<file path="config.mk">
export PLATFORM = sky130hd
export DESIGN_NAME = uart_rx
export DESIGN_NICKNAME = d
export VERILOG_FILES = /design/src/rtl/uart_rx.sv
export SDC_FILE = /design/constraint.sdc
export NUM_CORES = 1
export LEC_CHECK = 0
export ABC_AREA = 1
export BUFFER_PORTS_ARGS = -buffer_cell sky130_fd_sc_hd__buf_2
export CAP_MARGIN = 15
export CORE_MARGIN = 5
export CORE_UTILIZATION = 60
export CTS_CLUSTER_DIAMETER = 50
export DETAILED_ROUTE_END_ITERATION = 12
export PLACE_DENSITY = 0.78
export SYNTH_ARGS = -nofsm -noshare
export SYNTH_HDL_FRONTEND = slang
export SYNTH_SLANG_ARGS = --single-unit
</file>
<file path="constraint.sdc">
create_clock -name i_clk -period 4.94 [get_ports i_clk]
set_input_delay 0.494 -clock i_clk [delete_from_list [all_inputs] [get_ports i_clk]]
set_output_delay 0.494 -clock i_clk [all_outputs]
set_load 0.01 [all_outputs]
</file>
<file path="src/rtl/uart_rx.sv">
// UART receiver: recovers start/data/stop frames (LSB first, no parity) from an
// asynchronous serial line and presents each good word with a one-cycle strobe.
module uart_rx #(
  parameter int CLOCK_RATE     = 50000000,
  parameter int BAUD_RATE      = 9600,
  parameter int DATA_BITS      = 8,
  parameter int CYCLES_PER_BIT = CLOCK_RATE / BAUD_RATE
) (
  input  logic                 i_clk,
  input  logic                 i_rst,
  input  logic                 i_rx,
  output logic [DATA_BITS-1:0] o_data,
  output logic                 o_valid,
  output logic                 o_frame_err,
  output logic                 o_busy
);

  localparam int CNT_W = $clog2(CYCLES_PER_BIT);
  localparam int IDX_W = (DATA_BITS > 1) ? $clog2(DATA_BITS) : 1;
  localparam logic [CNT_W-1:0] BIT_LAST  = CNT_W'(CYCLES_PER_BIT - 1);
  localparam logic [CNT_W-1:0] HALF_LAST = CNT_W'(CYCLES_PER_BIT / 2 - 1);
  localparam logic [IDX_W-1:0] IDX_LAST  = IDX_W'(DATA_BITS - 1);

  typedef enum logic [2:0] {
    ST_IDLE,
    ST_START,
    ST_DATA,
    ST_STOP,
    ST_BREAK
  } state_t;

  state_t                 state_q, state_d;
  logic                   sync1_q, sync2_q, prev_q;
  logic [CNT_W-1:0]       cnt_q, cnt_d;
  logic [IDX_W-1:0]       idx_q, idx_d;
  logic [DATA_BITS-1:0]   shift_q, shift_d;
  logic [DATA_BITS-1:0]   data_q, data_d;
  logic                   valid_q, valid_d;
  logic                   ferr_q, ferr_d;
  logic                   busy_q, busy_d;

  always_comb begin
    state_d = state_q;
    cnt_d   = cnt_q;
    idx_d   = idx_q;
    shift_d = shift_q;
    data_d  = data_q;
    valid_d = 1'b0;
    ferr_d  = 1'b0;
    case (state_q)
      ST_IDLE: begin
        // Sync flops reset low, so a line held low through reset never looks like an edge.
        if (prev_q && !sync2_q) begin
          state_d = ST_START;
          cnt_d   = HALF_LAST;
        end
      end
      ST_START: begin
        if (cnt_q == '0) begin
          if (!sync2_q) begin
            state_d = ST_DATA;
            cnt_d   = BIT_LAST;
            idx_d   = '0;
          end else begin
            state_d = ST_IDLE;
          end
        end else begin
          cnt_d = cnt_q - CNT_W'(1);
        end
      end
      ST_DATA: begin
        if (cnt_q == '0) begin
          shift_d[idx_q] = sync2_q;
          cnt_d          = BIT_LAST;
          if (idx_q == IDX_LAST) begin
            state_d = ST_STOP;
          end else begin
            idx_d = idx_q + IDX_W'(1);
          end
        end else begin
          cnt_d = cnt_q - CNT_W'(1);
        end
      end
      ST_STOP: begin
        // Leaving mid stop bit lets a back-to-back start edge be caught.
        if (cnt_q == '0) begin
          if (sync2_q) begin
            data_d  = shift_q;
            valid_d = 1'b1;
            state_d = ST_IDLE;
          end else begin
            ferr_d  = 1'b1;
            state_d = ST_BREAK;
          end
        end else begin
          cnt_d = cnt_q - CNT_W'(1);
        end
      end
      ST_BREAK: begin
        if (sync2_q) begin
          state_d = ST_IDLE;
        end
      end
      default: state_d = ST_IDLE;
    endcase
    busy_d = (state_d != ST_IDLE);
  end

  always_ff @(posedge i_clk or posedge i_rst) begin
    if (i_rst) begin
      sync1_q <= 1'b0;
      sync2_q <= 1'b0;
      prev_q  <= 1'b0;
      state_q <= ST_IDLE;
      cnt_q   <= '0;
      idx_q   <= '0;
      shift_q <= '0;
      data_q  <= '0;
      valid_q <= 1'b0;
      ferr_q  <= 1'b0;
      busy_q  <= 1'b0;
    end else begin
      sync1_q <= i_rx;
      sync2_q <= sync1_q;
      prev_q  <= sync2_q;
      state_q <= state_d;
      cnt_q   <= cnt_d;
      idx_q   <= idx_d;
      shift_q <= shift_d;
      data_q  <= data_d;
      valid_q <= valid_d;
      ferr_q  <= ferr_d;
      busy_q  <= busy_d;
    end
  end

  assign o_data      = data_q;
  assign o_valid     = valid_q;
  assign o_frame_err = ferr_q;
  assign o_busy      = busy_q;

endmodule

</file>
# --- After elaboration in Yosys (flattened, before gate mapping) ---
# Cells that the tools add are included.
op_classes:
  add_sub_neg: 2
  n_lt_le_gt_ge: 2
  n_eq_ne: 12
  n_mux: 29
  n_reduce_logical: 12
ops:
  columns: ["cell", "n"]
  rows:
  - ["two-way mux 13 bit", 5]
  - ["case mux 13 bit (4 select lines)", 1]
  - ["two-way mux 3 bit", 11]
  - ["case mux 3 bit (5 select lines)", 1]
  - ["logical NOT 13 bit", 1]
  - ["subtractor 13 x 1 -> 13 bit, second input constant", 1]
  - ["!= test 2 bit, second input constant", 6]
  - ["bitwise mux 8 bit", 1]
  - ["two-way mux 1 bit", 7]
  - ["== test 3 x 2 -> 1 bit, second input constant", 2]
  - ["== test 3 bit, second input constant", 2]
  - ["case mux 3 bit (2 select lines)", 1]
  - ["AND reduction 5 bit", 1]
  - ["less-than comparator 3 x 4 -> 1 bit, second input constant", 1]
  - ["AND reduction 4 bit", 1]
  - ["nonzero test 4 bit", 1]
  - ["adder 3 x 1 -> 3 bit, second input constant", 1]
  - ["demux 1 bit (select 3 bit)", 1]
  - ["== test 3 x 1 -> 1 bit, second input constant", 1]
  - ["greater-or-equal comparator 3 x 1 -> 1 bit, second input constant", 1]
  - ["logical NOT 3 bit", 1]
  - ["!= test 3 bit, second input constant", 1]
  - ["AND reduction 3 bit", 1]
  - ["nonzero test 3 bit", 1]
  - ["5 further kinds", 6]
word_totals:
  register_bits: 41
  input_bits: 3
  out_inout_bits: 11

# --- Logic depth before layout (Yosys ltp) ---
logic_depth:
  depth_word: 5
  mapped_depth: 12
  ltp_nobuf: 11

# --- Worst setup path before layout ---
# Ideal clock, no wire load.
synth_path:
  path_kind: "register to register"
  from: "reg cnt_q[0]"
  to: "reg shift_q[0]"
  setup_time_ns: 0.117
  arrival_time_ns: 1.480
  setup_slack_ns: 3.343
  path_stages_with_launch: 11
  period_less_slack_ns: 1.597
  path_cell_list: "dfrtp_1 inv_1 ha_1 nand2_4 nor2_8 nand2_4 buf_6 nor3b_2 nand2_1 o21ai_1 inv_1"
synth_via:
  elab_chain_len: 2
synth_lines:
  columns: ["item", "line", "source"]
  rows:
  - ["start, declared", "34", "logic [CNT_W-1:0] cnt_q, cnt_d;"]
  - ["start signal, assigned", "127", "cnt_q <= cnt_d;"]
  - ["logical NOT 13 bit", "72", "if (cnt_q == '0) begin"]
  - ["AND reduction 2 bit (no source line)", null, null]
  - ["end signal, assigned", "129", "shift_q <= shift_d;"]
  - ["end, declared", "36", "logic [DATA_BITS-1:0] shift_q, shift_d;"]
# No other way between the ends.
# A chain may end at the register's enable or synchronous reset.

# --- Worst setup path after layout ---
layout_path:
  from: "reg cnt_q[0]"
  to: "reg cnt_q[4]"
layout_via:
  elab_chain_len: 3
  word_cells_on_any_way: 9
  classes_between: "add/sub: 1; eq/ne: 2; mux: 4; reduce/logical: 2"
layout_lines:
  columns: ["item", "line", "source"]
  rows:
  - ["subtractor 13 x 1 -> 13 bit / logical NOT 13 bit (equally long branches)", null, null]
  - ["two-way mux 13 bit (tied with other cells)", "86", "if (cnt_q == '0) begin"]
  - ["case mux 13 bit (4 select lines) / AND reduction 4 bit (equally long branches)", null, null]
# Parallel ways exist; a longest one is shown, timed or not. The select of a mux whose other input is x is not followed.

==> results.toml <==
[synth]
seq_area_frac_synth_pct = 47.43
synth_nets = 276
synth_edf_count = 0
ys_top_cells_by_area = "dfrtp_1 47%, nand2_1 18%, nor2_1 4.0%"
ys.flop_type = "dfrtp_1"
synth_cell_type_count = 31
synth_cells = 270
synth_top_cell_by_area = "dfrtp_1"
async_reset_ff_share_pct = 100.0
synth_warnings = 0
syn_area_um2 = 2163
yosys.area.top_type_share_pct = 47.43
yosysMostFrequentCell = "nand2_1"
ys_ff_latch = 41
yosys-top-cells-count = "106 x nand2_1, 41 x dfrtp_1, 23 x nor2_1"
syn_avg_cell_area_um2 = 8.012

[pwr]
p_per_area_nw_per_um2 = 471.4
ir_drop_mv = 0.2857
leakage_nw = 1.277

[floorplanning]
die_area_um2 = 4906
dieWidth_um = 70.05
die_h_um = 70.05
ios = 14
row_count = 21
floorplan.core_area_um2 = 3416
start_util_pct = 63.33

[sta]
period_share_pct = 39.68
tightestPinTransition_ns = 0.6722
fmax_mhz = 510.1
final-max-slew-violation-count = 0
setup-tns-final_ns = 0
final-hold-violation-count = 0
skew_ns = 0.02183
slew_headroom_pct = 55.02
setup_viol = 0
finalCriticalPeriod_ns = 1.960
rsz0062_at_grt = "false"
worst_slack_ns = 2.980

[clocking]
cts_max_level = 2
root_buffer = "clkbuf_4"
clk_path_buf_depth = 2
cts_tree = "built"
cts_setup_buffers = 0
ctsHoldBuffers = 0
numCtsBuffers = 5
cts.sinks = 41
ctsResizeCount = 0
clk_pin_slew_ns = 0.14
worstSkewPairLatency_ns = 0.37

[final_layout]
fin_nets = 293
n_antenna_cell = 0
area_delta_synth_final_pct = 8.271
final_layout_size_suffix_gt1_share_pct = 14.93

[global_route]
grt_pass1_wl_um = 7527
grt_use_total_pct = 19.22
antenna_found_initial = 0
grt_max_degree = 42
grt_pass1_vias = 1644
grt_remaining_overflow = 0

[routing]
viasPerCell = 5.168
antenna_left = 0
totalWireLength_um = 4089
drtIter0Drc = 147
drc = 0
routed-via-count = 1726
wl_per_cell_um = 12.24
drt_pass1_iterations = 6

[min_path]
hold_path_class = "in2async"

[setup_path]
r2r_slack_ns = 2.98
worst-setup-path-type = "reg2reg"
path_max_fanout = 14
crit_arrival_ns = 2.21
startpoint_type = "register"
cp.required_ns = 5.19
setup.worst_path.end_class = "register"

[outcome]
status = "finished, final reports clean"

[place]
pre_cts_slack_ns = 3.004
post-dp-hpwl_um = 2932
port_buffers = 13
gp_congestion = 0.8681

[flow_run]
drv_cap = 0
[registers in the layout, summed over array words and instances, names as in the netlist]
register / cells
cnt_q: 13
o_data: 8
shift_q: 8
idx_q: 3
state_q: 3
o_busy: 1
o_frame_err: 1
o_valid: 1
prev_q: 1
sync1_q: 1
sync2_q: 1
[per-layer routing]
metal  vias to the layer above  wire, um  GRT usage, %
met3                         4       224         6.600
met4                         0        36         6.170
met2                        36      1733         27.60
met5                         -         0             0
met1                       804      2095         27.27
li1                        882         -             -
[worst paths after layout]
check / cells past startpoint / end / start
max in group asynchronous: 3 / sync2_q$_DFF_PP0_ / i_rst
min reg2reg: 0 / sync2_q$_DFF_PP0_ / sync1_q$_DFF_PP0_
min in group i_clk: 1 / sync1_q$_DFF_PP0_ / i_rx
max reg2reg: 10 / cnt_q[4]$_DFFE_PP0P_ / cnt_q[0]$_DFFE_PP0P_
max: 10 / cnt_q[4]$_DFFE_PP0P_ / cnt_q[0]$_DFFE_PP0P_
min: 3 / state_q[2]$_DFF_PP0_ / i_rst
[worst max-delay path, stage by stage, from the launching register on]
cell and delay (ns):
dfrtp_1 0.42, inv_1 0.06, ha_1 0.29, nand2_4 0.14, nor2_8 0.06, nand3_2 0.08, nand2_2 0.07, nor2_4 0.30
clkinv_2 0.27, nand2_1 0.11, nand2_1 0.06
[through the flow]
step / std cells / power, mW / area, um2 / hold WS, ns / utilization, %
after floorplan: 270 / 0.8095 / 2163 / 0.3312 / -
after global placement: 326 / 0.8719 / 2258 / 0.3372 / 66.12
after detailed placement: 326 / 0.8844 / 2258 / 0.3497 / 66.12
after CTS: 334 / 1.113 / 2342 / 0.2256 / 68.57
after global routing: 334 / 1.198 / 2342 / 0.2171 / 68.57
final: 334 / 1.104 / 2342 / 0.2225 / 68.57
[where the power goes]
part           total (mW)  internal, mW  switching, mW
combinational       0.422         0.150          0.272
clock               0.227         0.107          0.119
sequential          0.455         0.393         0.0620
[layout by cell type, fill, tap and decap left out]
cell          n
nor3_2        2
nand3_4       1
xor2_1        3
and3_1        1
buf_4         1
o21bai_1      1
nor2_2        2
inv_2         3
o21ai_0      11
nand3_2       1
nor2_4        4
clkinv_2      1
nand2_4       2
nor3b_2       2
dfrtp_1      41
nand2_2       2
xnor2_1       3
nand3_1      16
a21oi_1       1
nor2_8        1
o21ai_1       5
clkinvlp_4    1
inv_1        21
nor2_1       23
clkinv_4      1
bufinv_16     1
buf_2        13
or2_1         1
clkbuf_4      5
ha_1          3
o211ai_1      3
nand4_1       4
nand2_1     106
nand3b_1      2
[layout make-up]
type                            instances  area [um2]
Sequential cell                        41        1026
Timing Repair Buffer                   14       72.57
Clock inverter                          3       46.29
Clock buffer                            5       37.54
Tap cell                               46       57.56
Fill cell                             285        1074
Inverter                               25       95.09
Multi-Input combinational cell        200        1007
[cells by family after synthesis]
kind of cell,Yosys count,share of synthesized area (%)
DFF,41,47.43
adders and majority gates,3,1.735
buffers and inverters,29,6.015
AOI/OAI and AO/OA,21,5.321
and+or+nand+nor,170,37.07
xor gates and xnor gates,6,2.430
Note: power is estimated with default switching activity, not from simulation.
